<file path="src/rtl/uart_frame_xcvr.sv">
// Full-duplex UART transceiver. The TX side serialises a BYTES-character
// command word MSB character first, LSB bit first, with no gap between
// characters. The RX side synchronises the line, validates the start bit at
// half a bit time and samples every following bit at its centre.
module uart_frame_xcvr #(
  parameter int CLK_DIV   = 868,
  parameter int DATA_W    = 8,
  parameter int BYTES     = 2,
  parameter int PARITY    = 1,
  parameter int STOP_BITS = 1
) (
  input  logic                    clk,
  input  logic                    rst_n,
  input  logic [DATA_W*BYTES-1:0] cmd_in,
  input  logic                    cmd_vld,
  output logic                    cmd_rdy,
  output logic                    tx,
  input  logic                    rx,
  output logic [DATA_W-1:0]       rd_data,
  output logic                    rd_vld,
  output logic                    rd_par_err,
  output logic                    rd_frm_err
);

  localparam int CMD_W  = DATA_W * BYTES;
  localparam int BAUD_W = $clog2(CLK_DIV * STOP_BITS);
  localparam int BIT_W  = $clog2(DATA_W + 1);
  localparam int BYTE_W = $clog2(BYTES + 1);

  localparam logic [BAUD_W-1:0] BIT_END   = BAUD_W'(CLK_DIV - 1);
  localparam logic [BAUD_W-1:0] STOP_END  = BAUD_W'(CLK_DIV * STOP_BITS - 1);
  localparam logic [BAUD_W-1:0] HALF_END  = BAUD_W'(CLK_DIV / 2 - 1);
  localparam logic [BIT_W-1:0]  BIT_LAST  = BIT_W'(DATA_W - 1);
  localparam logic [BYTE_W-1:0] BYTE_LAST = BYTE_W'(BYTES - 1);
  localparam logic              HAS_PAR   = (PARITY != 0);

  // Parity bit for a character: even mode is the XOR, odd mode its inverse.
  function automatic logic par_calc(input logic [DATA_W-1:0] d);
    return (PARITY == 2) ? ^d : ~^d;
  endfunction

  // ---------------------------------------------------------------- TX side
  typedef enum logic [2:0] {
    TX_IDLE, TX_START, TX_DATA, TX_PAR, TX_STOP
  } tx_state_t;

  tx_state_t           tx_state, tx_state_d;
  logic [BAUD_W-1:0]   tx_baud;
  logic [BIT_W-1:0]    tx_bit;
  logic [BYTE_W-1:0]   tx_byte;
  logic [CMD_W-1:0]    cmd_sh;
  logic [DATA_W-1:0]   char_sh;
  logic                tx_par;
  logic                tx_bit_done;
  logic                tx_accept;

  // TX state register.
  always_ff @(posedge clk or negedge rst_n) begin
    if (!rst_n) tx_state <= TX_IDLE;
    else        tx_state <= tx_state_d;
  end

  // TX next state, line level and handshake decoded from the current state.
  always_comb begin
    tx_state_d  = tx_state;
    tx_bit_done = 1'b0;
    tx_accept   = 1'b0;
    cmd_rdy     = 1'b0;
    tx          = 1'b1;
    case (tx_state)
      TX_IDLE: begin
        cmd_rdy = 1'b1;
        if (cmd_vld) begin
          tx_accept  = 1'b1;
          tx_state_d = TX_START;
        end
      end
      TX_START: begin
        tx = 1'b0;
        if (tx_baud == BIT_END) begin
          tx_bit_done = 1'b1;
          tx_state_d  = TX_DATA;
        end
      end
      TX_DATA: begin
        tx = char_sh[0];
        if (tx_baud == BIT_END) begin
          tx_bit_done = 1'b1;
          if (tx_bit == BIT_LAST) tx_state_d = HAS_PAR ? TX_PAR : TX_STOP;
        end
      end
      TX_PAR: begin
        tx = tx_par;
        if (tx_baud == BIT_END) begin
          tx_bit_done = 1'b1;
          tx_state_d  = TX_STOP;
        end
      end
      TX_STOP: begin
        if (tx_baud == STOP_END) begin
          tx_bit_done = 1'b1;
          tx_state_d  = (tx_byte == BYTE_LAST) ? TX_IDLE : TX_START;
        end
      end
      default: tx_state_d = TX_IDLE;
    endcase
  end

  // TX baud, bit and character counters; baud restarts at every bit boundary.
  always_ff @(posedge clk or negedge rst_n) begin
    if (!rst_n) begin
      tx_baud <= '0;
      tx_bit  <= '0;
      tx_byte <= '0;
    end else begin
      if (tx_state == TX_IDLE || tx_bit_done) tx_baud <= '0;
      else                                    tx_baud <= tx_baud + BAUD_W'(1);
      if (tx_state == TX_START && tx_bit_done)     tx_bit <= '0;
      else if (tx_state == TX_DATA && tx_bit_done) tx_bit <= tx_bit + BIT_W'(1);
      if (tx_accept)                               tx_byte <= '0;
      else if (tx_state == TX_STOP && tx_bit_done) tx_byte <= tx_byte + BYTE_W'(1);
    end
  end

  // TX data path: command capture, per-character load at the end of START, LSB-first shift.
  always_ff @(posedge clk) begin
    if (tx_accept) begin
      cmd_sh <= cmd_in;
    end else if (tx_state == TX_START && tx_bit_done) begin
      char_sh <= cmd_sh[CMD_W-1 -: DATA_W];
      tx_par  <= par_calc(cmd_sh[CMD_W-1 -: DATA_W]);
      cmd_sh  <= cmd_sh << DATA_W;
    end else if (tx_state == TX_DATA && tx_bit_done) begin
      char_sh <= char_sh >> 1;
    end
  end

  // ---------------------------------------------------------------- RX side
  typedef enum logic [2:0] {
    RX_IDLE, RX_START, RX_DATA, RX_PAR, RX_STOP, RX_WAIT_HIGH
  } rx_state_t;

  rx_state_t           rx_state, rx_state_d;
  logic                rx_p0, rx_p1;
  logic [BAUD_W-1:0]   rx_baud;
  logic [BIT_W-1:0]    rx_bit;
  logic [DATA_W-1:0]   rx_sh;
  logic                rx_par;
  logic                rx_tick;

  // Two-flop synchroniser for the asynchronous line; idles high.
  always_ff @(posedge clk or negedge rst_n) begin
    if (!rst_n) begin
      rx_p0 <= 1'b1;
      rx_p1 <= 1'b1;
    end else begin
      rx_p0 <= rx;
      rx_p1 <= rx_p0;
    end
  end

  // RX state register.
  always_ff @(posedge clk or negedge rst_n) begin
    if (!rst_n) rx_state <= RX_IDLE;
    else        rx_state <= rx_state_d;
  end

  // RX next state: half-bit start check, then one sample per full bit time.
  always_comb begin
    rx_state_d = rx_state;
    rx_tick    = (rx_state == RX_START) ? (rx_baud == HALF_END) : (rx_baud == BIT_END);
    case (rx_state)
      RX_IDLE:      if (!rx_p1) rx_state_d = RX_START;
      RX_START:     if (rx_tick) rx_state_d = rx_p1 ? RX_IDLE : RX_DATA;
      RX_DATA:      if (rx_tick && rx_bit == BIT_LAST) rx_state_d = HAS_PAR ? RX_PAR : RX_STOP;
      RX_PAR:       if (rx_tick) rx_state_d = RX_STOP;
      RX_STOP:      if (rx_tick) rx_state_d = rx_p1 ? RX_IDLE : RX_WAIT_HIGH;
      RX_WAIT_HIGH: if (rx_p1) rx_state_d = RX_IDLE;
      default:      rx_state_d = RX_IDLE;
    endcase
  end

  // RX counters and the delivered character with its status flags.
  always_ff @(posedge clk or negedge rst_n) begin
    if (!rst_n) begin
      rx_baud    <= '0;
      rx_bit     <= '0;
      rd_vld     <= 1'b0;
      rd_data    <= '0;
      rd_par_err <= 1'b0;
      rd_frm_err <= 1'b0;
    end else begin
      if (rx_state == RX_IDLE || rx_state == RX_WAIT_HIGH || rx_tick) rx_baud <= '0;
      else                                                          rx_baud <= rx_baud + BAUD_W'(1);
      if (rx_state == RX_START)                rx_bit <= '0;
      else if (rx_state == RX_DATA && rx_tick) rx_bit <= rx_bit + BIT_W'(1);
      rd_vld <= (rx_state == RX_STOP) && rx_tick;
      if (rx_state == RX_STOP && rx_tick) begin
        rd_data    <= rx_sh;
        rd_par_err <= HAS_PAR && (rx_par != par_calc(rx_sh));
        rd_frm_err <= !rx_p1;
      end
    end
  end

  // RX data path: LSB-first shift of data bits and capture of the parity bit.
  always_ff @(posedge clk) begin
    if (rx_state == RX_DATA && rx_tick) rx_sh  <= {rx_p1, rx_sh[DATA_W-1:1]};
    if (rx_state == RX_PAR && rx_tick)  rx_par <= rx_p1;
  end

endmodule

</file>
<file path="config.mk">
export PLATFORM = sky130hd
export DESIGN_NAME = uart_frame_xcvr
export DESIGN_NICKNAME = d
export VERILOG_FILES = /design/src/rtl/uart_frame_xcvr.sv
export SDC_FILE = /design/constraint.sdc
export NUM_CORES = 1
export LEC_CHECK = 0
export ABC_AREA = 1
export BUFFER_PORTS_ARGS = -buffer_cell sky130_fd_sc_hd__buf_2
export CORE_AREA = 10 10 128 130
export DETAILED_ROUTE_END_ITERATION = 8
export DIE_AREA = 0 0 138 140
export PLACE_DENSITY = 0.56
export SYNTH_ARGS = -nofsm -noshare
export SYNTH_HDL_FRONTEND = slang
export SYNTH_SLANG_ARGS = --single-unit
</file>
<file path="constraint.sdc">
create_clock -name clk -period 2.1 [get_ports clk]
set_clock_uncertainty 0.15 [all_clocks]
set_input_delay 0.315 -clock clk [delete_from_list [all_inputs] [get_ports clk]]
set_output_delay 0.315 -clock clk [all_outputs]
set_load 0.05 [all_outputs]
</file>
==> metrics.log, run 1 <==
[metrics] Post-Synthesis Net Count: 464
[metrics] growth of design area from synthesis to finish: 18.3%
[metrics] part of the Yosys area used for sequential elements: 0.555
[metrics] H-tree levels: 3
[metrics] sink count of the clock tree: 83
[metrics] total standard cell area after synthesis: 4050 sq um
[metrics] GPL Wtd Cong: 0.836
[metrics] crit path capture: cmd_rdy
[metrics] vias in the first global route: 2993
[metrics] final wirelength: 7.60 mm
[metrics] Setup Fix Bufs, Post-CTS: 0
[metrics] number of enable-type register cells in the synthesized netlist: 34
[metrics] area fraction of the dominant cell type after synthesis: 0.290
[metrics] cell type contributing the most total cell area after synthesis: dfrtp_1
[metrics] power density relative to cell area: between 600 and 700 nW/um^2
[metrics] final slew viol count: 0
[metrics] TritonCTS buffer count: 9
[metrics] Clock Power Share: 0.476
[metrics] most frequently used flop master after synthesis: dfrtp_1
[metrics] Avg Vias per Cell: 4.39
[metrics] clock tree root buffer cell: clkbuf_16
[metrics] maximum cell stage delay along the critical path: 0.43 ns
[metrics] total count of hold-check failures in the final report: 0
[metrics] Die Height: ~140 microns
[metrics] ANT nets after route: 0
[metrics] fraction of layout instances using a drive strength above 1: 0.187
[metrics] Max VDD drop: just over 0.0004 V
[metrics] switching part of the total: 0.216
[metrics] Leakage: 2.09 nW
[metrics] Max Clock Freq: around 0.51 GHz
[metrics] largest fanout on the critical path: 5
[metrics] post-synthesis average cell area: 9.23 sq um
[metrics] placed wire-length estimate: 5.50 mm
[metrics] crit share post-route: 0.929
[metrics] Core ar.: around 14000 sq um
[metrics] most common library cells after synthesis: 111 x nand2_1, 61 x nor2_1, 47 x dfrtp_1
[metrics] slowest stage cell on the critical path: dfrtp_1
[metrics] number of max-capacitance violations reported: 0
[metrics] endpoint arrival time on the critical path: 1.48 ns
[metrics] sequential power share: 0.510
[metrics] final critical-path required period: 1.95 ns
[metrics] register bit total from synthesis: 83
[metrics] reg-to-reg endpoint: rd_frm_err
[metrics] sw power: about 0.00071 W
[metrics] number of library cell types mapped by synthesis: 39
[metrics] die footprint: 19300 sq um
[metrics] Post-Route Setup TNS: 0 ns
[metrics] FFs w/ async S/R, synth: 0.590
[metrics] average routed wire per standard cell: 11.3 microns
[metrics] Reg clk slew, reported paths: 0.07 ns
[metrics] synthesized instance count: between 400 and 500
[metrics] combinational cell fraction of total power: 0.013
[metrics] starting utilization of the core area: 0.294
[metrics] Hold WC Path Type: primary input to register
[metrics] largest net degree at the start of global routing: 50
[metrics] I/O pin total: 33
[metrics] final std cell area, no fill: ~4800 sq um
[metrics] type of element launching the critical path: register
[metrics] outcome: finished, final reports clean
[metrics] first-pass detailed-route iteration total: 4
[metrics] final setup violation count: 0
[metrics] Nets: 511
[metrics] total buffers and inverters traversed by the critical path: 2
[metrics] register-to-register setup slack: 0.21 ns
[metrics] reg-to-reg critical path startpoint: rx_state[2]
[metrics] clk_lat worst skew: 0.34 ns
[metrics] n_diodes: 0
[metrics] Largest delay share family, worst path: flip-flops
[metrics] Data required, critical path: 1.63 ns
[metrics] global-route wire length before repair: 13.5 mm
[metrics] Global Route Usage Sum: 0.0821
[metrics] Slew Limit Headroom: 0.571
[metrics] maximum number of buffers from clock root to sink: 2
[metrics] vias after detailed routing: 2948
[metrics] launch instance of the worst min-delay path: cmd_in[5]
[metrics] leading cell type by number of instances after synthesis: nand2_1
[metrics] remaining global-route overflow: 0
[metrics] capturing element type of the critical path: output pin
[metrics] Iteration-0 DRC Markers: 133
[metrics] transition time of the tightest slew-check pin: about 0.64 ns
[metrics] PortBufs: 32
[metrics] depth of the critical timing path with buffers and inverters included: 4
[metrics] internal power: 0.00259 W
[metrics] TritonCTS clock tree: built
[metrics] number of synthesis warnings: 0
[metrics] worst r2r path cells: 10
[metrics] Setup CP Type: register to output pin
[metrics] unrepaired setup endpoints after global routing: no
[metrics] die width: 138 microns
[metrics] cell chain of the critical path: nor2_1, inv_2, nor2_4, buf_2
[metrics] Post-DP Area: between 4000 and 5000 sq um
[metrics] first element of the critical path: tx_state[0]
[metrics] number of antenna violations at the first check in global routing: 0
[metrics] Residual DRC: 0
[metrics] synth top area cells: dfrtp_1 29%, edfxtp_1 25%, nand2_1 10%, nor2_1 5.6%, inv_1 4.3%
[metrics] Cell Rows: 43
[cells by family (layout without fill, tap and decap cells)]
group                    after synthesis  count (layout)  share of synthesized area
AO/OA/AOI/OAI                         33              33                     0.0466
flip-flops                            83              83                      0.555
AND/OR/NAND/NOR                      236             236                      0.265
buffers and inverters                 55             107                     0.0546
XOR/XNOR                              19              19                     0.0411
multiplexers                           8               8                     0.0222
adder cells (fa/ha/maj)                5               5                     0.0154
[worst register-to-register path, cell delays in order (launching register included)]
cell and delay (ns):
dfrtp_1 0.43, inv_2 0.17, nand2_2 0.10, nor2_2 0.13, nand2_1 0.08, nand2_2 0.08
nand3_4 0.14, nor2_4 0.22, inv_2 0.13, nand2_1 0.07, o21ai_1 0.06
[flip-flops by register name, indices dropped and copies added, names as in the netlist]
register    cells
rx_p0           1
rd_vld          1
rx_p1           1
char_sh         8
tx_bit          4
rd_frm_err      1
cmd_sh         16
rx_par          1
tx_par          1
rd_data         8
rx_sh           8
rx_state        3
tx_byte         2
tx_baud        10
rd_par_err      1
tx_state        3
rx_bit          4
rx_baud        10
[metal layers]
metal  wire [microns]  global-route usage  vias to the layer above
met5                0                   0                        -
met4               58              0.0222                        0
met3              378              0.0358                        7
met2             3360               0.130                       56
met1             3810              0.0997                     1363
li1                 -                   -                     1522
[cell usage in the layout (no fill, tap or decap), types with 3 or more instances in the layout]
cell type	n
mux2_2	8
nand2_2	4
xnor2_1	9
nor3_1	14
xor2_1	10
nand3_1	20
inv_1	45
a21oi_1	10
clkbuf_16	10
o21ai_0	13
nor2_2	3
nand4_1	5
nor3b_1	3
buf_4	7
or2_2	3
nor2_1	60
inv_6	3
buf_2	31
o21ai_1	3
dfrtp_1	46
inv_2	4
edfxtp_1	34
ha_1	5
nand2_1	110
[cell type report]
type | count | area [sq um]
multi-input combinational | 301 | 1600
fill | 1432 | 8980
sequential | 83 | 2250
tap | 180 | 225
clock inverter | 5 | 42.5
clock buffer | 11 | 254
inverter | 51 | 196
timing repair buffer | 40 | 228
[repair_timing]
item	CTS	global route
endpoints found under the hold margin	48	0
hold buffers	2	0
setup endpoints to repair	0	19
gates resized for setup	0	6
[metrics by stage]
stage | util | hold slack (ns) | worst slack [ns] | power [W] | instances
CTS | 0.347 | 0.105 | 0.0280 | 0.00335 | 671
floorplan | - | -0.131 | 0.0145 | 0.00172 | 439
detailed placement | 0.324 | 0.203 | 0.160 | 0.00176 | 653
finish | 0.348 | 0.116 | 0.150 | 0.00330 | 671
global placement | 0.324 | 0.200 | 0.212 | 0.00176 | 653
global route | 0.348 | 0.124 | 0.00724 | 0.00344 | 671
[worst min path at each step]
stage                     cells after the start  slack (ns)          to
final                                         3        0.12   cmd_sh[5]
after global routing                          2        0.12   cmd_sh[8]
after CTS                                     3        0.11   cmd_sh[5]
after detailed placement                      0        0.20       rx_p1
after global placement                        0        0.20       rx_p1
after floorplan                               0       -0.13  rd_data[0]
[power groups by stage]
stage	logic, W	clock network [W]	registers (W)
after floorplan	0.00000342	0	0.00172
after global placement	0.0000419	0	0.00172
after detailed placement	0.0000431	0	0.00172
after CTS	0.0000464	0.00162	0.00169
after global routing	0.0000513	0.00170	0.00168
final	0.0000437	0.00157	0.00169
Power figures use the tool's default switching activity.
==> inputs of run 2 (changes only) <==
--- a/config.mk
+++ b/config.mk
@@ -7,10 +7,10 @@
 export LEC_CHECK = 0
 export ABC_AREA = 1
 export BUFFER_PORTS_ARGS = -buffer_cell sky130_fd_sc_hd__buf_2
-export CORE_AREA = 10 10 128 130
+export CORE_AREA = 10 10 102 104
 export DETAILED_ROUTE_END_ITERATION = 8
-export DIE_AREA = 0 0 138 140
-export PLACE_DENSITY = 0.56
+export DIE_AREA = 0 0 112 114
+export PLACE_DENSITY = 0.78
 export SYNTH_ARGS = -nofsm -noshare
 export SYNTH_HDL_FRONTEND = slang
 export SYNTH_SLANG_ARGS = --single-unit
==> metrics.log, run 2 (synthesis results as in run 1) <==
[metrics] fraction of layout instances using a drive strength above 1: 0.191
[metrics] Core ar.: ~8500 sq um
[metrics] placed wire-length estimate: ~5.6 mm
[metrics] type of element launching the critical path: register
[metrics] sequential power share: 0.581
[metrics] unrepaired setup endpoints after global routing: no
[metrics] Leakage: between 2 and 2.5 nW
[metrics] starting utilization of the core area: 0.479
[metrics] clk_lat worst skew: 0.36 ns
[metrics] # placed instances: slightly below 600
[metrics] Post-Route Setup TNS: 0 ns
[metrics] Hold WC Path Type: primary input to register
[metrics] I/O pin total: 33
[metrics] internal power: about 0.0023 W
[metrics] crit path capture: cmd_rdy
[metrics] capturing element type of the critical path: output pin
[metrics] GPL Wtd Cong: 0.854
[metrics] global-route wire length before repair: 13.2 mm
[metrics] launch instance of the worst min-delay path: cmd_in[2]
[metrics] Reg clk slew, reported paths: 0.09 ns
[metrics] PortBufs: 32
[metrics] worst r2r path cells: 6
[metrics] number of max-capacitance violations reported: 0
[metrics] maximum number of buffers from clock root to sink: 2
[metrics] largest fanout on the critical path: 5
[metrics] number of antenna violations at the first check in global routing: 0
[metrics] vias after detailed routing: 2961
[metrics] Data required, critical path: 1.63 ns
[metrics] clock tree root buffer cell: clkbuf_8
[metrics] Nets: 513
[metrics] Worst Hold Depth: 3
[metrics] combinational cell fraction of total power: 0.016
[metrics] Max Clock Freq: 0.502 GHz
[metrics] ANT nets after route: 0
[metrics] Avg Vias per Cell: 4.93
[metrics] final critical-path required period: 1.99 ns
[metrics] Die Height: 114 microns
[metrics] Cell Rows: 34
[metrics] number of flip-flops under the largest register name: 16
[metrics] sink count of the clock tree: 83
[metrics] H-tree levels: 3
[metrics] top library cells by usage in the layout, fill and taps aside: 109 x nand2_1, 60 x nor2_1, 47 x dfrtp_1
[metrics] power density relative to cell area: 625 nW/um^2
[metrics] sw power: 0.000639 W
[metrics] first element of the critical path: tx_state[0]
[metrics] n_diodes: 0
[metrics] reg-to-reg endpoint: char_sh[3]
[metrics] final standard cell count with taps included and fillers excluded: 601
[metrics] first-pass detailed-route iteration total: 5
[metrics] vias in the first global route: between 2000 and 3000
[metrics] total count of hold-check failures in the final report: 0
[metrics] largest net degree at the start of global routing: 30
[metrics] remaining global-route overflow: 0
[metrics] die width: 112 microns
[metrics] most common cell after layout, fill and taps aside: nand2_1
[metrics] Iteration-0 DRC Markers: 170
[metrics] crit share post-route: 0.949
[metrics] Clock Power Share: 0.403
[metrics] TritonCTS clock tree: built
[metrics] Global Route Usage Sum: 0.123
[metrics] Setup CP Type: register to output pin
[metrics] Max VDD drop: 0.000370 V
[metrics] outcome: finished, final reports clean
[metrics] average routed wire per standard cell: 12.6 microns
[metrics] reg-to-reg critical path startpoint: tx_state[0]
[metrics] endpoint arrival time on the critical path: around 1.5 ns
[metrics] transition time of the tightest slew-check pin: about 0.52 ns
[metrics] switching part of the total: 0.221
[metrics] register containing the most flip-flops in the final layout: cmd_sh
[metrics] final wirelength: 7.59 mm
[metrics] largest registers in the final layout: cmd_sh: 16 flops, rx_baud: 10 flops, tx_baud: 10 flops
[metrics] register-to-register setup slack: 0.16 ns
[metrics] die footprint: 12800 sq um
[metrics] Slew Limit Headroom: 0.656
[metrics] final slew viol count: 0
[metrics] final setup violation count: 0
[metrics] growth of design area from synthesis to finish: 14.4%
[metrics] Residual DRC: 0
[metrics] TritonCTS buffer count: 9
-- run 2: how the worst min path moves through the flow --
stage / end / slack [ns]
final: cmd_sh[2] / 0.09
after global routing: cmd_sh[12] / 0.08
after CTS: cmd_sh[2] / 0.08
after detailed placement: rd_par_err / 0.17
after global placement: rd_par_err / 0.17
after floorplan: rd_data[0] / -0.13
-- run 2: what timing repair did --
item,CTS,global route
hold buffers,2,0
endpoints found under the setup margin,1,26
setup buffers,0,3
pin swaps,0,1
endpoints found under the hold margin,19,0
resized for setup,1,5
-- run 2: worst max-delay path: stages, from the launching register on --
cell and delay, ns:
dfrtp_1 0.44, nor2_1 0.23, inv_2 0.10, nor2_4 0.10, buf_2 0.30
-- run 2: layout make-up --
type	instances	area, sq um
Timing Repair Buffer	42	259
Fill cell	739	3830
Sequential cell	83	2250
Clock inverter	7	75.1
Multi-Input combinational cell	301	1600
Inverter	51	193
Tap cell	108	135
Clock buffer	9	124
-- run 2: power groups by stage --
stage	sequential (W)	combinational, W	clock [W]
after detailed placement	0.00172	0.0000454	0
final	0.00168	0.0000463	0.00117
after CTS	0.00168	0.0000485	0.00120
after global routing	0.00168	0.0000551	0.00127
after floorplan	0.00172	0.00000342	0
after global placement	0.00172	0.0000444	0
-- run 2: routing by layer --
| layer | part of all wire | track usage | wire length [microns] | up-vias |
|---|---|---|---|---|
| li1 | - | - | - | 1523 |
| met1 | 0.45 | 0.148 | 3440 | 1353 |
| met2 | 0.48 | 0.202 | 3660 | 78 |
| met3 | 0.050 | 0.0378 | 380 | 7 |
| met4 | 0.014 | 0.0482 | 107 | 0 |
| met5 | 0 | 0 | 0 | - |
-- run 2: metrics by stage --
stage | cell area, sq um | utilization | total power (W) | worst slack [ns] | hold slack, ns
global placement | 4380 | 0.517 | 0.00176 | 0.200 | 0.167
CTS | 4600 | 0.543 | 0.00293 | 0.0264 | 0.0769
global route | 4630 | 0.547 | 0.00301 | 0.0156 | 0.0811
detailed placement | 4380 | 0.517 | 0.00176 | 0.130 | 0.174
floorplan | 4060 | - | 0.00172 | 0.0145 | -0.131
finish | 4630 | 0.547 | 0.00290 | 0.107 | 0.0939
